--- config.mk ---
export PLATFORM = sky130hd
export DESIGN_NAME = watch_display_flat
export DESIGN_NICKNAME = d
export VERILOG_FILES = /design/src/rtl/watch_pkg.sv /design/src/rtl/watch_display_if.sv /design/src/rtl/seg7_encode.sv /design/src/rtl/watch_display.sv /design/src/flat_wrapper.sv
export SDC_FILE = /design/constraint.sdc
export NUM_CORES = 1
export LEC_CHECK = 0
export CAP_MARGIN = 20
export CORE_ASPECT_RATIO = 1.75
export CORE_MARGIN = 4
export CORE_UTILIZATION = 41
export DETAILED_ROUTE_END_ITERATION = 12
export SKIP_LAST_GASP = 1
export SYNTH_ARGS = -nofsm -noshare
export SYNTH_HDL_FRONTEND = slang
export SYNTH_HIERARCHICAL = 1
export SYNTH_SLANG_ARGS = --single-unit
--- constraint.sdc ---
create_clock -name Clk -period 5.91 [get_ports Clk]
set_input_delay 0.591 -clock Clk [delete_from_list [all_inputs] [get_ports Clk]]
set_output_delay 0.591 -clock Clk [all_outputs]
set_load 0.02 [all_outputs]
--- src/rtl/watch_pkg.sv ---
// Shared constants and helpers for the watch display path.
//   SEG_*    : active-low {g,f,e,d,c,b,a} patterns for digits, dash and blank
//   IDX_*    : digit slot numbers, slot 0 = seconds ones .. slot 5 = hours tens
//   *_MAX    : largest legal value of each time field
//   time_t   : one snapshot of the time inputs
//   to_bcd   : binary 0..63 to {tens, ones} BCD
package watch_pkg;

  localparam logic [6:0] SEG_0    = 7'h40;
  localparam logic [6:0] SEG_1    = 7'h79;
  localparam logic [6:0] SEG_2    = 7'h24;
  localparam logic [6:0] SEG_3    = 7'h30;
  localparam logic [6:0] SEG_4    = 7'h19;
  localparam logic [6:0] SEG_5    = 7'h12;
  localparam logic [6:0] SEG_6    = 7'h02;
  localparam logic [6:0] SEG_7    = 7'h78;
  localparam logic [6:0] SEG_8    = 7'h00;
  localparam logic [6:0] SEG_9    = 7'h10;
  localparam logic [6:0] SEG_DASH = 7'h3F;
  localparam logic [6:0] SEG_OFF  = 7'h7F;

  localparam logic [2:0] IDX_SEC_ONES = 3'd0;
  localparam logic [2:0] IDX_SEC_TENS = 3'd1;
  localparam logic [2:0] IDX_MIN_ONES = 3'd2;
  localparam logic [2:0] IDX_MIN_TENS = 3'd3;
  localparam logic [2:0] IDX_HR_ONES  = 3'd4;
  localparam logic [2:0] IDX_HR_TENS  = 3'd5;

  localparam logic [5:0] SEC_MAX = 6'd59;
  localparam logic [5:0] MIN_MAX = 6'd59;
  localparam logic [4:0] HR_MAX  = 5'd23;

  typedef struct packed {
    logic [5:0] sec;
    logic [5:0] min;
    logic [4:0] hr;
  } time_t;

  // Binary to two BCD digits; callers zero-extend narrower fields.
  function automatic logic [7:0] to_bcd(input logic [5:0] v);
    logic [5:0] tens_v;
    logic [5:0] ones_v;
    tens_v = v / 6'd10;
    ones_v = v % 6'd10;
    return {tens_v[3:0], ones_v[3:0]};
  endfunction

endpackage

--- src/rtl/watch_display_if.sv ---
// Time-in / display-out bundle between the watch counter and the display driver.
//   seconds/minutes/hours : binary time from the counter
//   seg_n/dp_n/an_n/frame : display pins and snapshot strobe
// master = time source / pin observer, slave = watch_display.
interface watch_display_if;
  logic [5:0] seconds;
  logic [5:0] minutes;
  logic [4:0] hours;
  logic [6:0] seg_n;
  logic       dp_n;
  logic [5:0] an_n;
  logic       frame;

  modport master (output seconds, minutes, hours, input seg_n, dp_n, an_n, frame);
  modport slave  (input seconds, minutes, hours, output seg_n, dp_n, an_n, frame);
endinterface

--- src/rtl/seg7_encode.sv ---
// One BCD digit (or a dash) to an active-low 7-segment pattern {g,f,e,d,c,b,a}.
//   bcd   in  4  digit 0..9 (10..15 show blank)
//   dash  in  1  force the dash pattern
//   seg_n out 7  active-low segments
module seg7_encode
  import watch_pkg::*;
(
  input  logic [3:0] bcd,
  input  logic       dash,
  output logic [6:0] seg_n
);

  // Pattern lookup; dash has priority over the digit value.
  always_comb begin
    seg_n = SEG_OFF;
    if (dash) begin
      seg_n = SEG_DASH;
    end else begin
      case (bcd)
        4'd0:    seg_n = SEG_0;
        4'd1:    seg_n = SEG_1;
        4'd2:    seg_n = SEG_2;
        4'd3:    seg_n = SEG_3;
        4'd4:    seg_n = SEG_4;
        4'd5:    seg_n = SEG_5;
        4'd6:    seg_n = SEG_6;
        4'd7:    seg_n = SEG_7;
        4'd8:    seg_n = SEG_8;
        4'd9:    seg_n = SEG_9;
        default: seg_n = SEG_OFF;
      endcase
    end
  end

endmodule

--- src/rtl/watch_display.sv ---
// Six-digit multiplexed common-anode display driver for HH.MM.SS.
//   Clk     : system clock
//   reset_n : asynchronous active-low reset
//   bus     : slave side of watch_display_if (time in, seg_n/dp_n/an_n/frame out)
// The time is snapshotted once per scan frame (and on the first cycle after
// reset) so one frame never mixes two times. All outputs are computed from the
// next-state counters and snapshot and then registered, so the registered
// slot content lines up exactly with the registered div/idx.
module watch_display
  import watch_pkg::*;
#(
  parameter int SCAN_DIV  = 1000,
  parameter int GUARD     = 4,
  parameter int BLANK_HTZ = 1
) (
  input  logic              Clk,
  input  logic              reset_n,
  watch_display_if.slave    bus
);

  localparam int              DIV_W    = (SCAN_DIV > 1) ? $clog2(SCAN_DIV) : 1;
  localparam logic [DIV_W-1:0] DIV_LAST = DIV_W'(SCAN_DIV - 1);
  localparam logic [DIV_W-1:0] GUARD_V  = DIV_W'(GUARD);

  logic [DIV_W-1:0] div_r, div_n_s;
  logic [2:0]       idx_r, idx_n_s;
  logic             first_r;
  time_t            snap_r, snap_n_s;
  logic             wrap_s;
  logic [6:0]       seg_r, seg_n_s;
  logic             dp_r, dp_n_s;
  logic [5:0]       an_r, an_n_s;
  logic             frame_r;
  logic [7:0]       sec_bcd_s, min_bcd_s, hr_bcd_s;
  logic             sec_bad_s, min_bad_s, hr_bad_s;
  logic [3:0]       digit_s;
  logic             dash_s;
  logic             blank_s;

  // Scan counters and snapshot selection for the coming cycle.
  always_comb begin
    div_n_s = div_r;
    idx_n_s = idx_r;
    wrap_s  = 1'b0;
    if (first_r) begin
      // First cycle out of reset: take a snapshot and start slot 0 afresh.
      div_n_s = '0;
      idx_n_s = IDX_SEC_ONES;
      wrap_s  = 1'b1;
    end else if (div_r == DIV_LAST) begin
      div_n_s = '0;
      if (idx_r == IDX_HR_TENS) begin
        idx_n_s = IDX_SEC_ONES;
        wrap_s  = 1'b1;
      end else begin
        idx_n_s = idx_r + 3'd1;
      end
    end else begin
      div_n_s = div_r + DIV_W'(1);
    end
    snap_n_s = wrap_s ? '{sec: bus.seconds, min: bus.minutes, hr: bus.hours} : snap_r;
  end

  // BCD conversion and range checks on the snapshot that will be displayed.
  always_comb begin
    sec_bcd_s = to_bcd(snap_n_s.sec);
    min_bcd_s = to_bcd(snap_n_s.min);
    hr_bcd_s  = to_bcd({1'b0, snap_n_s.hr});
    sec_bad_s = (snap_n_s.sec > SEC_MAX);
    min_bad_s = (snap_n_s.min > MIN_MAX);
    hr_bad_s  = (snap_n_s.hr > HR_MAX);
  end

  // Digit mux for the slot being entered.
  always_comb begin
    digit_s = 4'd0;
    dash_s  = 1'b0;
    case (idx_n_s)
      IDX_SEC_ONES: begin digit_s = sec_bcd_s[3:0]; dash_s = sec_bad_s; end
      IDX_SEC_TENS: begin digit_s = sec_bcd_s[7:4]; dash_s = sec_bad_s; end
      IDX_MIN_ONES: begin digit_s = min_bcd_s[3:0]; dash_s = min_bad_s; end
      IDX_MIN_TENS: begin digit_s = min_bcd_s[7:4]; dash_s = min_bad_s; end
      IDX_HR_ONES:  begin digit_s = hr_bcd_s[3:0];  dash_s = hr_bad_s;  end
      IDX_HR_TENS:  begin digit_s = hr_bcd_s[7:4];  dash_s = hr_bad_s;  end
      default:      begin digit_s = 4'd0;           dash_s = 1'b1;      end
    endcase
  end

  seg7_encode u_enc (
    .bcd   (digit_s),
    .dash  (dash_s),
    .seg_n (seg_n_s)
  );

  // Anode and separator decode; the guard window keeps every anode off.
  always_comb begin
    blank_s = (BLANK_HTZ != 0) && (idx_n_s == IDX_HR_TENS) && !hr_bad_s &&
              (hr_bcd_s[7:4] == 4'd0);
    if ((div_n_s < GUARD_V) || blank_s) begin
      an_n_s = 6'h3F;
    end else begin
      an_n_s = ~(6'b000001 << idx_n_s);
    end
    if (((idx_n_s == IDX_MIN_ONES) || (idx_n_s == IDX_HR_ONES)) && !snap_n_s.sec[0]) begin
      dp_n_s = 1'b0;
    end else begin
      dp_n_s = 1'b1;
    end
  end

  // State and registered outputs.
  always_ff @(posedge Clk or negedge reset_n) begin
    if (!reset_n) begin
      div_r   <= '0;
      idx_r   <= IDX_SEC_ONES;
      first_r <= 1'b1;
      snap_r  <= '0;
      seg_r   <= SEG_OFF;
      dp_r    <= 1'b1;
      an_r    <= 6'h3F;
      frame_r <= 1'b0;
    end else begin
      div_r   <= div_n_s;
      idx_r   <= idx_n_s;
      first_r <= 1'b0;
      snap_r  <= snap_n_s;
      seg_r   <= seg_n_s;
      dp_r    <= dp_n_s;
      an_r    <= an_n_s;
      frame_r <= wrap_s;
    end
  end

  assign bus.seg_n = seg_r;
  assign bus.dp_n  = dp_r;
  assign bus.an_n  = an_r;
  assign bus.frame = frame_r;

endmodule

--- src/flat_wrapper.sv ---
// flat-port wrapper written by rule: the top's interface ports become plain ports
module watch_display_flat import watch_pkg::*;
#(
  parameter int SCAN_DIV  = 1000,
  parameter int GUARD     = 4,
  parameter int BLANK_HTZ = 1
)
  (Clk, reset_n, bus_seconds, bus_minutes, bus_hours, bus_seg_n, bus_dp_n, bus_an_n, bus_frame);
  watch_display_if bus_i ();
  input  logic Clk;
  input  logic reset_n;
  input wire logic [$bits(bus_i.seconds)-1:0] bus_seconds;
  input wire logic [$bits(bus_i.minutes)-1:0] bus_minutes;
  input wire logic [$bits(bus_i.hours)-1:0] bus_hours;
  output wire logic [$bits(bus_i.seg_n)-1:0] bus_seg_n;
  output wire logic [$bits(bus_i.dp_n)-1:0] bus_dp_n;
  output wire logic [$bits(bus_i.an_n)-1:0] bus_an_n;
  output wire logic [$bits(bus_i.frame)-1:0] bus_frame;
  assign bus_i.seconds = bus_seconds;
  assign bus_i.minutes = bus_minutes;
  assign bus_i.hours = bus_hours;
  assign bus_seg_n = bus_i.seg_n;
  assign bus_dp_n = bus_i.dp_n;
  assign bus_an_n = bus_i.an_n;
  assign bus_frame = bus_i.frame;
  watch_display #(.SCAN_DIV(SCAN_DIV), .GUARD(GUARD), .BLANK_HTZ(BLANK_HTZ)) u_core (.Clk(Clk), .reset_n(reset_n), .bus(bus_i));
endmodule
==> flow_metrics.env <==
export IMPL_cts_tree="done"
export IMPL_grt_pass1_wl_microns=12800
export IMPL_status="finished clean"
export IMPL_netlist_top_cells_count="dfrtp_1, nor2_1, inv_1"
export IMPL_grt_overflow=0
export IMPL_grt_max_degree=47
export IMPL_yosys_top_cells_area="dfrtp_1, dfstp_2, mux2i_1, ha_1, nor2_1"
export IMPL_synth_edf_count=0
export IMPL_max_freq_mhz=193
export IMPL_fin_total_pwr_uw=984
export IMPL_maxSlewViolCount=0
export IMPL_synth_async_reset_ratio_pct=100
export IMPL_avgRoutedWirePerCell_microns=17.0
export IMPL_clk_latency_ns=0.29
export IMPL_ctsResizeCount=0
export IMPL_crit_slowest_cell="mux2i_1"
export IMPL_numPortBuffers=33
export IMPL_crit_required_ns=6.13
export IMPL_rows=41
export IMPL_cts_sinks=46
export IMPL_pin_count=34
export IMPL_yosysMostFrequentCell="dfrtp_1"
export IMPL_syn_nets=359
export IMPL_ant_nets=0
export IMPL_maxCapViolations=0
export IMPL_worstSetupStartpointType="flop"
export IMPL_hold_viol=0
export IMPL_min_period_over_period_pct=87.6
export IMPL_grt_pass1_vias=2639
export IMPL_tightest_slew_ns=0.778
export IMPL_path_cells="ha_1 > and3_1 > a41oi_4 > mux2i_1 > nor3_1 > o211a_1 > a21oi_1 > ha_1 > nor3b_1 > a2111oi_1 > or3_4 > o31a_1 > o21ai_1 > inv_1 > ha_1 > nor3b_2 > a21oi_1"
export IMPL_post_synth_top_area_fraction_pct=25.0
export IMPL_worstPathMaxFanout=10
export IMPL_drive_above_1_share_pct=13.0
export IMPL_endpoint_kind="flop"
export IMPL_via_per_inst=5.73
export IMPL_die_width_microns=73.7
export IMPL_met3_usage_pct=2.12
export IMPL_ys_ff_latch=46
export IMPL_clk_pin_slew_ns=0.06
export IMPL_hp_class="in -> async"
export IMPL_finClkSkew_ns=0.00472
export IMPL_synth_flop_cell="dfrtp_1"
export IMPL_numCtsBuffers=5
export IMPL_grt_use_met2_pct=33.6
export IMPL_slew_headroom_pct=48.1
export IMPL_worstPathArrival_ns=5.40
export IMPL_synth_distinct_cells=69
export IMPL_fin_tns_setup_ns=0
export IMPL_start_util_pct=42.5
export IMPL_drcViolationCount=0
export IMPL_synth_top_cell_by_area="dfrtp_1"
export IMPL_coreArea_sq_um=7280
export IMPL_synth_seq_area_share_pct=37.8
export IMPL_wl_microns=7600
export IMPL_crit_path_frequent_cell="ha_1"
export IMPL_synth_area_sq_um=3100
export IMPL_nets=393
export IMPL_cp_depth=17
export IMPL_htreeDepth=2
export IMPL_power_per_cell_area_nw_per_um2=271
export IMPL_max_stage_delay_ns=0.50
export IMPL_syn_mean_instance_area_sq_um=9.50
export IMPL_cts_setup_buffers=0
export IMPL_hold_ws_ns=0.172
export IMPL_finalSetupViolCount=0
export IMPL_critPathTopFamily="compound AO/OA/AOI/OAI gates"
export IMPL_crit_buf_inv=1
export IMPL_antenna_cells=0
export IMPL_drtIter0Drc=160
export IMPL_rsz0062_at_grt="no"
export IMPL_dieArea_sq_um=9070
export IMPL_cts_root_buf="clkbuf_16"
export IMPL_dp_hpwl_microns=5720
export IMPL_antenna_found_initial=0
export IMPL_die_h_microns=123
export IMPL_worstRegToRegCells=17
export IMPL_postCtsHoldBufs=0
export IMPL_grt_total_usage_pct=18.2
export IMPL_netlist_instances=326
export IMPL_cts_max_path_buffers=2
export IMPL_grt_met1_usage_pct=20.6
export IMPL_first_pass_iters=4
export IMPL_area_delta_synth_final_pct=17.2
export IMPL_busiest_layer="met2"
export IMPL_dr_total_vias=2562
export IMPL_gp_congestion=0.924
export IMPL_ir_drop_uv=163
export IMPL_crit_type="reg -> reg"
export IMPL_yosys_warnings=6
export IMPL_fin_crit_ns=5.18
export IMPL_p_leak_uw=0.00155
metrics by stage:
stage / setup slack, ns / area (sq um) / util, % / std cells
2_1_floorplan: 1.22 / 3100 / - / 326
3_3_place_gp: 0.937 / 3470 / 47.7 / 438
3_5_place_dp: 0.790 / 3470 / 47.7 / 438
4_1_cts: 0.771 / 3610 / 49.6 / 446
5_1_grt: 0.314 / 3630 / 49.8 / 447
6_report: 0.730 / 3630 / 49.8 / 447
path summary, 6_finish.rpt:
kind / startpoint / end / slack (ns)
worst max-delay path: u_core/div_r[0]$_DFF_PN0_ / u_core/bus.seg_n[3]$_DFF_PN1_ / 0.73
worst min-delay path: reset_n / u_core/snap_r[0]$_DFF_PN0_ / 0.17
worst max register to register: u_core/div_r[0]$_DFF_PN0_ / u_core/bus.seg_n[3]$_DFF_PN1_ / 0.73
worst min register to register: u_core/div_r[0]$_DFF_PN0_ / u_core/div_r[0]$_DFF_PN0_ / 0.47
max in group asynchronous: reset_n / u_core/first_r$_DFF_PN1_ / 5.19
min in group Clk: u_core/div_r[0]$_DFF_PN0_ / u_core/div_r[0]$_DFF_PN0_ / 0.47
layout by cell type (no fill, tap or decap), types with 4 or more instances in the layout:
cell type,count
mux2i_1,22
and3_1,5
xnor2_1,7
ha_1,14
dfrtp_1,31
nand3_1,5
dfstp_2,15
nand2b_1,4
clkbuf_16,5
buf_4,5
o22ai_1,7
a21oi_1,18
nand2_1,21
o21ai_0,14
nor2_1,29
clkdlybuf4s50_1,32
nor3_1,18
xor2_1,5
inv_1,26
flip-flops by register name (all words and copies together) (netlist names):
name,count
u_core/snap_r,17
u_core/div_r,10
u_core/bus.seg_n,7
u_core/bus.an_n,6
u_core/idx_r,3
u_core/bus.dp_n,1
u_core/bus.frame,1
u_core/first_r,1
where the power goes:
group	internal [uW]	total [uW]	switching (uW)
sequential	370	384	14.0
clock	158	274	117
combinational	142	326	184
total	670	984	315
routing by layer:
| layer | vias up | part of all wire (%) |
|---|---|---|
| li1 | 1246 | - |
| met2 | 32 | 55 |
| met3 | 6 | 2.0 |
| met5 | - | 0 |
| met1 | 1278 | 41 |
| met4 | 0 | 1.6 |
cell families (layout without fill, tap and decap cells):
logic type | after synthesis | count (layout) | share of synthesized area [%]
buffers and inverters | 38 | 73 | 6.22
flip-flops | 46 | 46 | 37.8
AND/OR/NAND/NOR | 112 | 112 | 19.9
XOR/XNOR | 12 | 12 | 3.39
multiplexers | 26 | 26 | 8.76
AO/OA/AOI/OAI | 77 | 77 | 18.2
adder cells (fa/ha/maj) | 14 | 14 | 5.65
other | 1 | 1 | 0.121
area by class of cell:
| class | instances | area, sq um |
|---|---|---|
| well taps | 86 | 108 |
| clock buffers | 8 | 136 |
| repair buffers | 39 | 383 |
| multi-input cells | 242 | 1740 |
| fillers | 705 | 3650 |
| flip-flops and latches | 46 | 1170 |
| inverters | 26 | 97.6 |
(Power assumes the default switching activity.)
